==> src/rtl/bus_round_robin_scheduler.sv <==
// ---------------------------------------------------------------------------
// bus_round_robin_scheduler
//
// Round-robin owner sequencer for a 16-bit bus shared by three processors.
// Each processor raises req[i] and holds it until it is finished. It then
// pulses done[i], or it simply drops req[i]. The block grants ownership to
// one processor at a time. Every ownership is followed by one dead cycle.
// A hold counter forces release when an owner keeps the bus for MAX_HOLD
// cycles.
//
// Ports:
//   clock       in   1  system clock, rising edge
//   reset       in   1  asynchronous active-high reset
//   req         in   3  level request, bit i = Pi
//   done        in   3  one-cycle release pulse, only the owner's bit counts
//   grant       out  3  one-hot grant (registered)
//   proc        out  2  owner select for the bus mux, 2'b11 = no owner
//   busy        out  1  high while a grant is held
//   timeout     out  1  one-cycle pulse on a forced release
//   timeout_id  out  2  owner that timed out, held between pulses
// ---------------------------------------------------------------------------
module bus_round_robin_scheduler #(
  parameter int MAX_HOLD = 16,
  parameter int CNT_W    = 8
) (
  input  logic       clock,
  input  logic       reset,
  input  logic [2:0] req,
  input  logic [2:0] done,
  output logic [2:0] grant,
  output logic [1:0] proc,
  output logic       busy,
  output logic       timeout,
  output logic [1:0] timeout_id
);

  typedef enum logic [1:0] {
    ST_IDLE    = 2'b00,
    ST_OWNED   = 2'b01,
    ST_RELEASE = 2'b10
  } state_t;

  localparam logic [CNT_W-1:0] MAX_HOLD_C = CNT_W'(MAX_HOLD);
  localparam logic [CNT_W-1:0] CNT_ONE    = {{(CNT_W-1){1'b0}}, 1'b1};
  localparam logic [CNT_W-1:0] CNT_ZERO   = {CNT_W{1'b0}};

  state_t           state_q, state_d;
  logic [1:0]       owner_q, owner_d;
  logic [1:0]       last_q, last_d;
  logic [CNT_W-1:0] cnt_q, cnt_d;
  logic [2:0]       grant_q, grant_d;
  logic [1:0]       proc_q, proc_d;
  logic             busy_q, busy_d;
  logic             timeout_q, timeout_d;
  logic [1:0]       timeout_id_q, timeout_id_d;

  logic [1:0]       arb_ptr_s;
  logic [2:0]       arb_s;      // {found, index}
  logic             own_done_s;
  logic             own_req_s;

  // Round-robin pick: scan ptr+1, ptr+2, ptr+3 (mod 3), return {found, idx}.
  function automatic logic [2:0] rr_pick(input logic [2:0] r, input logic [1:0] ptr);
    logic [2:0] res;
    res = 3'b000;
    case (ptr)
      2'd0: begin
        if (r[1])      res = {1'b1, 2'd1};
        else if (r[2]) res = {1'b1, 2'd2};
        else if (r[0]) res = {1'b1, 2'd0};
        else           res = 3'b000;
      end
      2'd1: begin
        if (r[2])      res = {1'b1, 2'd2};
        else if (r[0]) res = {1'b1, 2'd0};
        else if (r[1]) res = {1'b1, 2'd1};
        else           res = 3'b000;
      end
      default: begin
        if (r[0])      res = {1'b1, 2'd0};
        else if (r[1]) res = {1'b1, 2'd1};
        else if (r[2]) res = {1'b1, 2'd2};
        else           res = 3'b000;
      end
    endcase
    return res;
  endfunction

  // One-hot encode an owner index (index 3 maps to no grant).
  function automatic logic [2:0] onehot3(input logic [1:0] idx);
    logic [2:0] oh;
    case (idx)
      2'd0:    oh = 3'b001;
      2'd1:    oh = 3'b010;
      2'd2:    oh = 3'b100;
      default: oh = 3'b000;
    endcase
    return oh;
  endfunction

  // The release cycle arbitrates as if last_owner already held the leaving
  // owner, so a waiting requester is granted right after a single dead cycle.
  assign arb_ptr_s  = (state_q == ST_RELEASE) ? owner_q : last_q;
  assign arb_s      = rr_pick(req, arb_ptr_s);
  assign own_done_s = done[owner_q];
  assign own_req_s  = req[owner_q];

  // Next-state and registered-output computation.
  always_comb begin
    state_d      = state_q;
    owner_d      = owner_q;
    last_d       = last_q;
    cnt_d        = cnt_q;
    grant_d      = grant_q;
    proc_d       = proc_q;
    busy_d       = busy_q;
    timeout_d    = 1'b0;
    timeout_id_d = timeout_id_q;

    case (state_q)
      ST_IDLE: begin
        if (arb_s[2]) begin
          state_d = ST_OWNED;
          owner_d = arb_s[1:0];
          cnt_d   = CNT_ONE;
          grant_d = onehot3(arb_s[1:0]);
          proc_d  = arb_s[1:0];
          busy_d  = 1'b1;
        end else begin
          grant_d = 3'b000;
          proc_d  = 2'b11;
          busy_d  = 1'b0;
        end
      end

      ST_OWNED: begin
        // Priority: done, then dropped request, then hold limit.
        if (own_done_s || !own_req_s) begin
          state_d = ST_RELEASE;
          grant_d = 3'b000;
          proc_d  = 2'b11;
          busy_d  = 1'b0;
        end else if (cnt_q == MAX_HOLD_C) begin
          state_d      = ST_RELEASE;
          grant_d      = 3'b000;
          proc_d       = 2'b11;
          busy_d       = 1'b0;
          timeout_d    = 1'b1;
          timeout_id_d = owner_q;
        end else begin
          cnt_d = cnt_q + CNT_ONE;
        end
      end

      ST_RELEASE: begin
        last_d = owner_q;
        cnt_d  = CNT_ZERO;
        if (arb_s[2]) begin
          state_d = ST_OWNED;
          owner_d = arb_s[1:0];
          cnt_d   = CNT_ONE;
          grant_d = onehot3(arb_s[1:0]);
          proc_d  = arb_s[1:0];
          busy_d  = 1'b1;
        end else begin
          state_d = ST_IDLE;
          grant_d = 3'b000;
          proc_d  = 2'b11;
          busy_d  = 1'b0;
        end
      end

      default: begin
        state_d = ST_IDLE;
        cnt_d   = CNT_ZERO;
        grant_d = 3'b000;
        proc_d  = 2'b11;
        busy_d  = 1'b0;
      end
    endcase
  end

  // State and output registers with asynchronous reset.
  always_ff @(posedge clock or posedge reset) begin
    if (reset) begin
      state_q      <= ST_IDLE;
      owner_q      <= 2'd0;
      last_q       <= 2'd2;
      cnt_q        <= CNT_ZERO;
      grant_q      <= 3'b000;
      proc_q       <= 2'b11;
      busy_q       <= 1'b0;
      timeout_q    <= 1'b0;
      timeout_id_q <= 2'b00;
    end else begin
      state_q      <= state_d;
      owner_q      <= owner_d;
      last_q       <= last_d;
      cnt_q        <= cnt_d;
      grant_q      <= grant_d;
      proc_q       <= proc_d;
      busy_q       <= busy_d;
      timeout_q    <= timeout_d;
      timeout_id_q <= timeout_id_d;
    end
  end

  assign grant      = grant_q;
  assign proc       = proc_q;
  assign busy       = busy_q;
  assign timeout    = timeout_q;
  assign timeout_id = timeout_id_q;

endmodule

==> config.mk <==
export PLATFORM = sky130hd
export DESIGN_NAME = bus_round_robin_scheduler
export DESIGN_NICKNAME = d
export VERILOG_FILES = /design/src/rtl/bus_round_robin_scheduler.sv
export SDC_FILE = /design/constraint.sdc
export NUM_CORES = 1
export LEC_CHECK = 0
export CAP_MARGIN = 25
export CORE_UTILIZATION = 45
export CTS_CLUSTER_SIZE = 20
export DETAILED_ROUTE_END_ITERATION = 16
export PLACE_DENSITY = 0.68
export SLEW_MARGIN = 20
export SYNTH_ARGS = -nofsm -noshare
export SYNTH_HDL_FRONTEND = slang
export SYNTH_SLANG_ARGS = --single-unit
export TNS_END_PERCENT = 20
==> constraint.sdc <==
create_clock -name clock -period 2.3 [get_ports clock]
set_input_delay 0.46 -clock clock [delete_from_list [all_inputs] [get_ports clock]]
set_output_delay 0.46 -clock clock [all_outputs]
set_load 0.1 [all_outputs]
==> reports/results.tsv, run 1 <==
metric	value	unit
status	finished clean	
diodes	0	
area_delta_synth_final	22.52	%
grt_usage	20.91	%
setup_viol	0	
peakVddDrop	1.297	mV
leakage	0.7416	nW
reg2reg_to	timeout_id[0]	
firstDrtPassIters	4	
holdWs	0.4777	ns
synth_edf_count	0	
drtIter0Drc	17	
root_buffer	clkbuf_4	
fillers	229	
timing.final.crit_share	85.92	%
r2r_slack	0.32	ns
maxCapViolations	0	
synth-simple-area-share	23.33	%
gp_congestion	0.8147	
clock.fmax	506.0	MHz
clk_pin_slew	0.13	ns
routed_wl	2599	µm
path_class	reg2reg	
initial_core_util	48.48	%
netlist_area	0.001234	mm²
rr_worst_depth	6	
cts.sinks	23	
cts_tree	done	
rsz0062_at_grt	false	
avgSynthCellArea	10.11	µm²
fin_util	59.39	%
min_period	1.976	ns
required	2.51	ns
finalClockSkew	0.002336	ns
max-slew-margin-rel	68.26	%
synth_mux_area_share	4.057	%
slew_violations	0	
clk_latency	0.30	ns
grt_pass1_vias	966	
critPathMaxFanout	5	
worstMarginPinSlew	0.4628	ns
ys_async_sr_fraction	100.0	%
synth_nets	132	
remaining_drc_errors	0	
num_rows	18	
grt_first_pass_wirelength	4367	µm
ys_warn_count	0	
post-cts-setup-buffers	0	
wl_per_cell	14.36	µm
cts_resized	0	
nets	162	
overflow	0	
worstReg2RegStart	cnt_q[0]	
setup_tns	0	ns
synthAdderAreaFrac	2.028	%
dieArea	0.002955	mm²
h-tree-depth	1	
synthFlopType	dfrtp_1	
holdBufCountCts	0	
place.port_buffers	16	
path_cells	inv_1, ha_1, nor4b_1, nand2_1, or3_4, mux2_4	
die_h	54.36	µm
die_w	54.36	µm
grt_max_degree	24	
synthCells	122	
detail-route-antenna-nets	0	
seq_area_frac_synth	46.96	%
ys_ff_latch	23	
crit_path_end_kind	register	
synth_compound_area_share	16.13	%
synth_top_family_by_area	simple AND/OR/NAND/NOR gates	
cp_data_arrival_time	2.18	ns
synth_cell_types	42	
hold_viol	0	
dpl.hpwl	1981	µm
core_area	0.002545	mm²
clockBufferDepth	2	
cp_slowest_cell	dfrtp_1	
cts_buffers	3	
num_io_pins	17	
max_stage_delay	0.46	ns
power.density	1285	mW/mm²
antenna_found_initial	0	
worst_setup_path_start_kind	register	
drive_above_1_share	23.84	%
synth-xor-area-share	3.550	%
vias	979	
hold_path.class	in2async	
vias_per_cell	5.409	
## layout make-up
cell class              count  area, µm²  area share (%)
inverters                  11      41.29           2.732
well taps                  30      37.54           2.483
repair buffers             27      220.2           14.57
clock buffers               3      22.52           1.490
multi-input cells          86      605.6           40.07
flip-flops and latches     23      579.3           38.33
clock inverters             1      5.005          0.3311
## cell families (layout without fill, tap and decap cells)
kind of cell	count (synthesis)	after routing
compound gates	27	27
xor+xnor	5	5
fa+ha+maj	2	2
buf+inv	13	42
flops	23	23
mux	4	4
simple gates	48	48
## sequential cells by signal (all words and copies together) (netlist names)
register	count
owner_q	2
last_q	2
busy	1
state_q	2
proc	2
timeout_id	2
cnt_q	8
timeout	1
grant	3
## layer usage
| layer | track usage, % | vias up | routed length [µm] |
|---|---|---|---|
| li1 | - | 490 | - |
| met1 | 30.02 | 470 | 1338 |
| met2 | 30.89 | 17 | 1136 |
| met3 | 2.778 | 2 | 94 |
| met4 | 9.402 | 0 | 29 |
| met5 | 0 | - | 0 |
## stage by stage
step / total power, mW / instances / setup WS (ns) / cell area [µm²]
after floorplan: 1.450 / 122 / 0.4401 / 1234
after global placement: 1.743 / 177 / 0.03693 / 1484
after detailed placement: 1.759 / 177 / 0.01928 / 1484
after CTS: 1.952 / 181 / 0.3353 / 1511
after global routing: 2.071 / 181 / 0.1744 / 1511
final: 1.943 / 181 / 0.3238 / 1511
## synthesized netlist by cell type (2+ instances only)
cell type  count  share of area [%]
ha_1           2                2.0
and4_1         2                1.4
dfrtp_1       20                 41
o21ai_0        4                1.6
nand2_1        5                1.5
nand2b_1       4                2.0
or3_1          2                1.0
mux2_4         2                2.4
clkbuf_1       2               0.61
inv_1          9                2.7
o21ai_1        5                2.0
dfstp_2        3                6.4
nor2b_1        2                1.0
o21a_1         3                1.8
and2_1         4                2.0
mux2i_1        2                1.6
nor2_1         8                2.4
nand4_1        4                2.0
a21oi_1        5                2.0
inv_2          2               0.61
and3_1         4                2.0
nor3_1         4                1.6
xor2_1         5                3.5
## worst max-delay path: cells and delay by family, from the launching register on
| family | cells | cell delay (ns) |
|---|---|---|
| flops | 1 | 0.46 |
| mux | 1 | 0.30 |
| simple gates | 3 | 0.89 |
| buf+inv | 1 | 0.09 |
| fa+ha+maj | 1 | 0.14 |
## how the worst max path moves through the flow
stage,startpoint,slack [ns],endpoint,depth (start not counted)
6_report,cnt_q[0],0.32,timeout_id[0],6
5_1_grt,cnt_q[0],0.17,timeout_id[0],6
4_1_cts,cnt_q[0],0.34,timeout_id[1],6
3_5_place_dp,req[0],0.02,timeout_id[1],6
3_3_place_gp,req[0],0.04,timeout_id[0],6
2_1_floorplan,cnt_q[0],0.44,timeout_id[0],6
## cell usage in the layout, fill, tap and decap left out, drive strengths merged, types with 2 or more instances in the layout
cell,n
inv,11
buf,20
and3,4
a22oi,2
clkbuf,3
dfrtp,20
dfstp,3
and2,4
nor2,8
nand2b,4
ha,2
a21oi,5
mux2,2
nor3,4
o21ai,9
nor2b,2
clkdlybuf4s50,7
nand2,6
mux2i,2
xor2,5
or3,3
and4,2
o21a,3
nand4,4
## report_power, final
group	internal [mW]	total (mW)	switching, mW
combinational	0.370	1.12	0.749
sequential	0.532	0.636	0.104
clock	0.0648	0.188	0.123
Power figures use the tool's default switching activity.
==> run 2, diff against run 1 <==
--- a/config.mk
+++ b/config.mk
@@ -6,9 +6,11 @@
 export NUM_CORES = 1
 export LEC_CHECK = 0
 export CAP_MARGIN = 25
+export CORE_ASPECT_RATIO = 1.75
 export CORE_UTILIZATION = 45
 export CTS_CLUSTER_SIZE = 20
 export DETAILED_ROUTE_END_ITERATION = 16
+export GPL_TIMING_DRIVEN = 0
 export PLACE_DENSITY = 0.68
 export SLEW_MARGIN = 20
 export SYNTH_ARGS = -nofsm -noshare
==> run 2 against run 1 <==
Effect of this change:
- total power grew 2.5%
- cell area shrank 0.83%
- non-clock buffer count shrank 5
- worst setup slack lost 0.26 ns
- via count grew 4.0%
- utilization shrank 0.66 points
- worst hold slack gained 0.0031 ns
- clock power grew 32%
- sequential power grew 2%
- global-route usage shrank 0.56 points
- first-iteration DRC count grew 82%
- clock skew shrank 0.00057 ns
==> reports/results.tsv, run 2 (synthesis gave the netlist of run 1 again) <==
metric	value	unit	change
cp_data_arrival_time	1.78	ns	was 2.18 ns
layout_setup_ws	0.06181	ns	was 0.3238 ns
status	finished clean		unchanged
stdcell_count	172		was 181
core_area	0.002552	mm²	was 0.002545 mm²
vias_per_cell	5.919		was 5.409
setup_tns	0	ns	unchanged
leakage	0.7028	nW	was 0.7416 nW
pre_cts_ws	-0.2417	ns	was 0.01928 ns
clockBufferDepth	2		unchanged
required	1.84	ns	was 2.51 ns
path_buf_inv	1		unchanged
vias	1018		was 979
drive_above_1_share	13.01	%	was 23.84%
maxCapViolations	0		unchanged
gp_congestion	0.9310		was 0.8147
detail-route-antenna-nets	0		unchanged
critPathMaxFanout	2		was 5
worstMarginPinSlew	0.9703	ns	was 0.4628 ns
hold_viol	0		unchanged
firstDrtPassIters	4		unchanged
setup_viol	0		unchanged
wl_per_cell	15.80	µm	was 14.36 µm
cpLargestDelayFamily	buffers and inverters		was simple AND/OR/NAND/NOR gates
clk_pin_slew	0.08	ns	was 0.13 ns
grt_pass1_vias	1047		was 966
dpl.cell_count	164		was 177
die_h	71.27	µm	was 54.36 µm
cp_slowest_cell	clkdlybuf4s50_1		was dfrtp_1
drtIter0Drc	31		was 17
grt_first_pass_wirelength	4712	µm	was 4367 µm
overflow	0		unchanged
timing.final.crit_share	97.31	%	was 85.92%
worst_setup_path_start_kind	register		unchanged
nets	157		was 162
top_register	cnt_q		unchanged
path_class	reg2out		was reg2reg
h-tree-depth	1		unchanged
path_cells	clkdlybuf4s50_1		was inv_1, ha_1, nor4b_1, nand2_1, or3_4, mux2_4
largest_reg_flops	8		unchanged
power	1.992	mW	was 1.943 mW
cts.sinks	23		unchanged
clk_latency	0.26	ns	was 0.30 ns
holdWs	0.4808	ns	was 0.4777 ns
slew_violations	0		unchanged
clock.fmax	446.8	MHz	was 506.0 MHz
power.density	1329	mW/mm²	was 1285 mW/mm²
max_stage_delay	1.14	ns	was 0.46 ns
min_period	2.238	ns	was 1.976 ns
max-slew-margin-rel	35.11	%	was 68.26%
rsz0062_at_grt	false		unchanged
fillers	211		was 229
hold_path.class	reg2reg		was in2async
peakVddDrop	0.7948	mV	was 1.297 mV
routed_wl	2718	µm	was 2599 µm
cts_tree	done		unchanged
final_common_cell	dfrtp_1		
root_buffer	clkbuf_8		was clkbuf_4
grt_usage	20.35	%	was 20.91%
die_w	41.58	µm	was 54.36 µm
initial_core_util	48.33	%	was 48.48%
dpl.hpwl	2009	µm	was 1981 µm
num_rows	24		was 18
num_io_pins	17		unchanged
remaining_drc_errors	0		unchanged
cts_buffers	3		unchanged
antenna_found_initial	0		unchanged
crit_path_end_kind	output port		was register
final_cell_mix	dfrtp_1, clkdlybuf4s50_1, inv_1		was dfrtp_1, buf_4, inv_1
area_delta_synth_final	21.50	%	was 22.52%
finalClockSkew	0.001766	ns	was 0.002336 ns
dieArea	0.002963	mm²	was 0.002955 mm²
place.port_buffers	16		unchanged
diodes	0		unchanged
grt_max_degree	24		unchanged
run 2: cell types whose count changed in the layout (fill, tap and decap cells not counted), sizes merged:
| cell | change |
|---|---|
| clkdlybuf4s50 | +7 |
| dlygate4sd2 | +2 |
| buf | -16 |
| clkinv | -1 |
| clkbuf | +3 |
run 2: where the power goes:
part / total, mW / switching, mW / internal [mW]
Combinational: 1.09 / 0.746 / 0.348
Sequential: 0.650 / 0.117 / 0.532
Clock: 0.248 / 0.125 / 0.124
run 2: final timing paths:
kind | slack, ns | to | depth (start not counted) | from
setup / recovery | 0.06 | grant[2] | 1 | grant[2]
min in group asynchronous | 0.67 | timeout | 2 | reset
setup reg to reg | 0.22 | timeout_id[0] | 6 | cnt_q[0]
max in group asynchronous | 1.10 | grant[1] | 2 | reset
hold reg to reg | 0.48 | busy | 1 | busy
hold / removal | 0.48 | busy | 1 | busy
run 2: per-layer routing:
metal	wire length, µm	GRT usage (%)
met5	0	0
met4	24	7.527
met3	95	2.771
met2	1499	36.63
met1	1099	24.13
run 2: timing repair:
action	in CTS	in global routing
pin swaps	0	2
hold buffers	0	0
setup buffers	0	4
resized for setup	2	0
setup endpoints to repair	2	3
run 2: layout make-up:
type	count	area [µm²]	share of cell area [%]
multi-input cells	86	605.6	40.40
flip-flops and latches	23	579.3	38.65
repair buffers	20	187.7	12.52
clock buffers	4	45.04	3.005
inverters	11	41.29	2.755
well taps	26	32.53	2.170
plain buffers	2	7.507	0.5008
run 2: metrics by stage:
stage          area, µm²  util [%]
4_1_cts             1469     57.55
5_1_grt             1499     58.73
3_5_place_dp        1426     55.88
2_1_floorplan       1234         -
3_3_place_gp        1426     55.88
6_report            1499     58.73
==> edit 1, RTL diff (config.mk and constraints of run 1) <==
Change the parameter `CNT_W` from 8 to 12.
--- a/src/rtl/bus_round_robin_scheduler.sv
+++ b/src/rtl/bus_round_robin_scheduler.sv
@@ -22,5 +22,5 @@
 module bus_round_robin_scheduler #(
   parameter int MAX_HOLD = 16,
-  parameter int CNT_W    = 8
+  parameter int CNT_W    = 12
 ) (
   input  logic       clock,
Behaviour: same outputs for any inputs over 10 cycles, from zero or initial values and one cycle with reset high; that may be too few to reach the edited logic, so the function may still have changed.
==> edit 1 against run 1 <==
Sequential cell count increased by 4. Wire length increased by 24%. Hold slack got worse by 0.069 ns. Setup slack got worse by 0.12 ns. Synthesized area increased by 14%. Design area increased by 13%. Clock skew increased by 0.0093 ns. Power increased by 6.4%. Largest cell class is now registers.
==> edit 1: results (changes against run 1) <==
metric	value	unit	change
run status	complete, no violations		
Slew @ Worst Pin	0.4599	ns	-0.002855 ns
gpl congestion	0.7987		-2.0%
register-to-register setup slack	0.20	ns	-0.12 ns
Net Sw Frac	0.4921		-0.01018
layout cell share with drive strength beyond 1	0.2356		-0.002778
GRT Util Overall	0.2212		+0.01208
HPWL after detailed placement	2.495	mm	+26%
Cell variety after synth	44		+4.8%
DR iter-0 viols	42		+25
top cells by area, synth	dfrtp_1 43%, dfstp_2 5.6%, a21oi_1 4.6%		
CTS clk-pin slew, worst paths	0.15	ns	+0.02 ns
Final Non-Filler Cells	205		+13%
leakage power total	0.7648	nW	+3.1%
syn nets	152		+15%
drt wl/cell	15.68	um	+9.2%
RR Endpoint	grant[0]$_DFFE_PP0P_		
placed instance count	201		+14%
Clk Latency, worst-skew pair	0.34	ns	+0.04 ns
fin nets	185		+14%
Peak VDD IR	0.6833	mV	-47%
worst clock skew	0.01161	ns	+0.009269 ns
Post-synth top cells	24 x dfrtp_1, 13 x a21oi_1, 9 x nand2_1		
Mapped Cells	142		+16%
sequential fraction of the synthesis area	0.4844		+0.01481
vias in the first global route	1212		+25%
max reg flops	12		+4
R2R depth	9		+3
crit-path max FO	13		+8
edit 1: changes by cell type after synthesis, moves of 4 or more:
cell     before  now
a21oi_1       5   13
dfrtp_1      20   24
nand2_1       5    9
o21ai_0       4    8
o21ai_1       5    0
o31ai_1       0    4
or3_1         2    7
xor2_1        5    0
edit 1: layout make-up:
class,count,share of cell area
clock buffer,3,0.01317
clock inverter,1,0.004389
multi-input combinational,104,0.3965
sequential,27,0.3972
tap,31,0.02268
timing repair buffer,32,0.1507
inverter,7,0.01536
edit 1: power groups by stage:
stage	combinational (W)	clock (W)	sequential (W)
final	0.00111	0.000215	0.000743
after floorplan	0.000475	0	0.00104
after global routing	0.00119	0.000238	0.000763
after global placement	0.00108	0	0.000747
after detailed placement	0.00111	0	0.000754
after CTS	0.00111	0.000224	0.000745
edit 1: stage by stage:
step                worst slack [ns]  instance area [um2]
floorplan                     0.5051                 1403
global placement             0.02345                 1680
detailed placement          -0.04224                 1680
CTS                           0.1977                 1710
global route                0.009973                 1710
finish                        0.2036                 1710
edit 1: how the worst min path moves through the flow:
stage	to	slack [ns]	cells after the start
global route	last_q[0]$_DFF_PP0_	0.45	2
finish	last_q[0]$_DFF_PP0_	0.41	2
detailed placement	grant[2]$_DFFE_PP0P_	0.47	1
global placement	busy$_DFFE_PP0P_	0.46	1
floorplan	cnt_q[0]$_DFFE_PP0P_	0.47	1
CTS	last_q[0]$_DFF_PP0_	0.43	2
edit 1: worst max-delay path, stage by stage, from the launching register on:
cell and delay [ns]:
dfrtp_1 0.44, inv_1 0.10, ha_1 0.16, nor4bb_1 0.26, nand3_1 0.22, nand3_2 0.26
buf_4 0.16, nor2_1 0.05, buf_4 0.16, a32o_1 0.19
edit 1: cell families after synthesis:
logic type / after synthesis / synth area share
AOI/OAI and AO/OA: 42 / 0.2079
adders and majority gates: 2 / 0.01784
buffers and inverters: 11 / 0.03210
DFF: 27 / 0.4844
muxes: 4 / 0.03033
and+or+nand+nor: 56 / 0.2275
edit 1: routing by layer:
metal	wire, um	global-route usage	vias up
li1	-	-	589
met1	1430	0.2698	583
met2	1661	0.3990	16
met3	76	0.02679	5
met4	47	0.08163	0
met5	0	0	-
==> edit 2, RTL diff (settings of run 1) <==
Without the edit above. The 3 states of `state_t` get a one-hot encoding in 3 bits.
--- a/src/rtl/bus_round_robin_scheduler.sv
+++ b/src/rtl/bus_round_robin_scheduler.sv
@@ -35,8 +35,8 @@
 );
 
-  typedef enum logic [1:0] {
-    ST_IDLE    = 2'b00,
-    ST_OWNED   = 2'b01,
-    ST_RELEASE = 2'b10
+  typedef enum logic [2:0] {
+    ST_IDLE    = 3'b001,
+    ST_OWNED   = 3'b010,
+    ST_RELEASE = 3'b100
   } state_t;
 
Behaviour: same outputs for any inputs over 10 cycles, from zero or initial values and one cycle with reset high; not proved beyond that.
==> edit 2 against run 1 <==
Power fell by 0.17%. Sequential cell count rose by 1. Synthesized area is 3.3% higher. Setup slack worse by 0.030 ns. Non-clock buffer count down 3. Wire length shrank 1.1%. Hold slack lost 0.0015 ns. Sequential power increased by 8.6%. Global-route usage is 2.8 points lower. Highest routed layer unchanged. Count of clock-buffer cells in the layout is the same. Largest cell class unchanged. Critical path type is now in -> reg. Design area rose by 2.2%.
==> edit 2: results (changes against run 1) <==
metric	value	unit	change
top cells by area, synth	dfrtp_1 39%, dfstp_2 8.2%, a21oi_1 4.3%		
sequential fraction of the synthesis area	0.4750		+0.005401
H-tree levels	1		unchanged
compound-cell area share of the yosys netlist	0.1845		+0.02324
largest net degree at the start of global routing	25		+4.2%
GRT Util Overall	0.1808		-0.02827
CP max stage delay	0.52	ns	+0.06 ns
CP arrival	2.27	ns	+0.09 ns
leakage power total	0.6993	nW	-5.7%
post-synthesis adder-cell area fraction	0.01963		-0.0006569
met2 Usage GRT	0.2892		-0.01979
HPWL after detailed placement	1.888	mm	-4.7%
CP max stage cell	or4_1		
Peak VDD IR	1.155	mV	-11%
Clk Latency, worst-skew pair	0.32	ns	+0.02 ns
initial antenna violation count	0		unchanged
syn nets	139		+5.3%
layout cell share with drive strength beyond 1	0.2194		-0.01906
first-pass GRT wire length	4.498	mm	+3.0%
mux contribution to synthesized area	0.04122		+0.0006489
met3 Track Usage GR	0.02342		-0.004359
run status	complete, no violations		
post-placement cell area	1491	um2	+0.51%
routed metal-1 wirelength	1.251	mm	-6.5%
Slew @ Worst Pin	0.5931	ns	+0.1303 ns
worst clock skew	0.007053	ns	+0.004717 ns
M1 GR Usage	0.2523		-0.04789
gpl congestion	0.8475		+4.0%
fin nets	166		+2.5%
Post-synth top cells	20 x dfrtp_1, 13 x nor2_1, 11 x a21oi_1		
Layout fillers	220		-3.9%
DR iter-0 viols	21		+4
WL met2	1.201	mm	+5.7%
Cell variety after synth	39		-7.1%
metal3 WL	79	um	-16%
Post-Synth XOR/XNOR Area	0.006869		-0.02863
edit 2: cell count changes in the layout (fill, tap and decap cells not counted), sizes merged, moves of 4 or more:
cell,change
a21oi,+7
nor2,+5
and2,-4
and3,-4
nand3,+4
xor2,-4
edit 2: area by class of cell:
class / instances / share of cell area
multi-input combinational: 95 / 0.4019
sequential: 24 / 0.3922
timing repair buffer: 24 / 0.1280
tap: 30 / 0.02431
clock inverter: 1 / 0.01945
inverter: 8 / 0.01945
clock buffer: 3 / 0.01459
edit 2: final timing paths:
| path | from | to | slack, ns | cells past startpoint |
|---|---|---|---|---|
| min in group clock | proc[0]$_DFFE_PP1P_ | proc[0]$_DFFE_PP1P_ | 0.48 | 2 |
| worst max-delay path | req[0] | cnt_q[5]$_DFFE_PP0P_ | 0.29 | 6 |
| worst max register to register | cnt_q[0]$_DFFE_PP0P_ | cnt_q[1]$_DFFE_PP0P_ | 0.31 | 8 |
| worst min register to register | proc[0]$_DFFE_PP1P_ | proc[0]$_DFFE_PP1P_ | 0.48 | 2 |
| worst min-delay path | reset | timeout_id[0]$_DFFE_PP0P_ | 0.48 | 3 |
| max in group asynchronous | reset | proc[1]$_DFFE_PP1P_ | 1.52 | 3 |
edit 2: through the flow:
stage          utilization  power (W)  std cells  worst slack (ns)
3_3_place_gp        0.5809   0.001614        181         -0.006304
2_1_floorplan            -   0.001411        129            0.5481
4_1_cts             0.6014   0.001953        185            0.3000
3_5_place_dp        0.5809   0.001633        181          -0.03962
6_report            0.6014   0.001940        185            0.2942
5_1_grt             0.6014   0.002061        185           0.09594
edit 2: power by group:
part | leakage [nW] | total [W] | switching, W | internal, W
Sequential | 0.311 | 0.000691 | 0.000135 | 0.000556
Clock | 0.0279 | 0.000310 | 0.000133 | 0.000176
Combinational | 0.361 | 0.000939 | 0.000619 | 0.000320
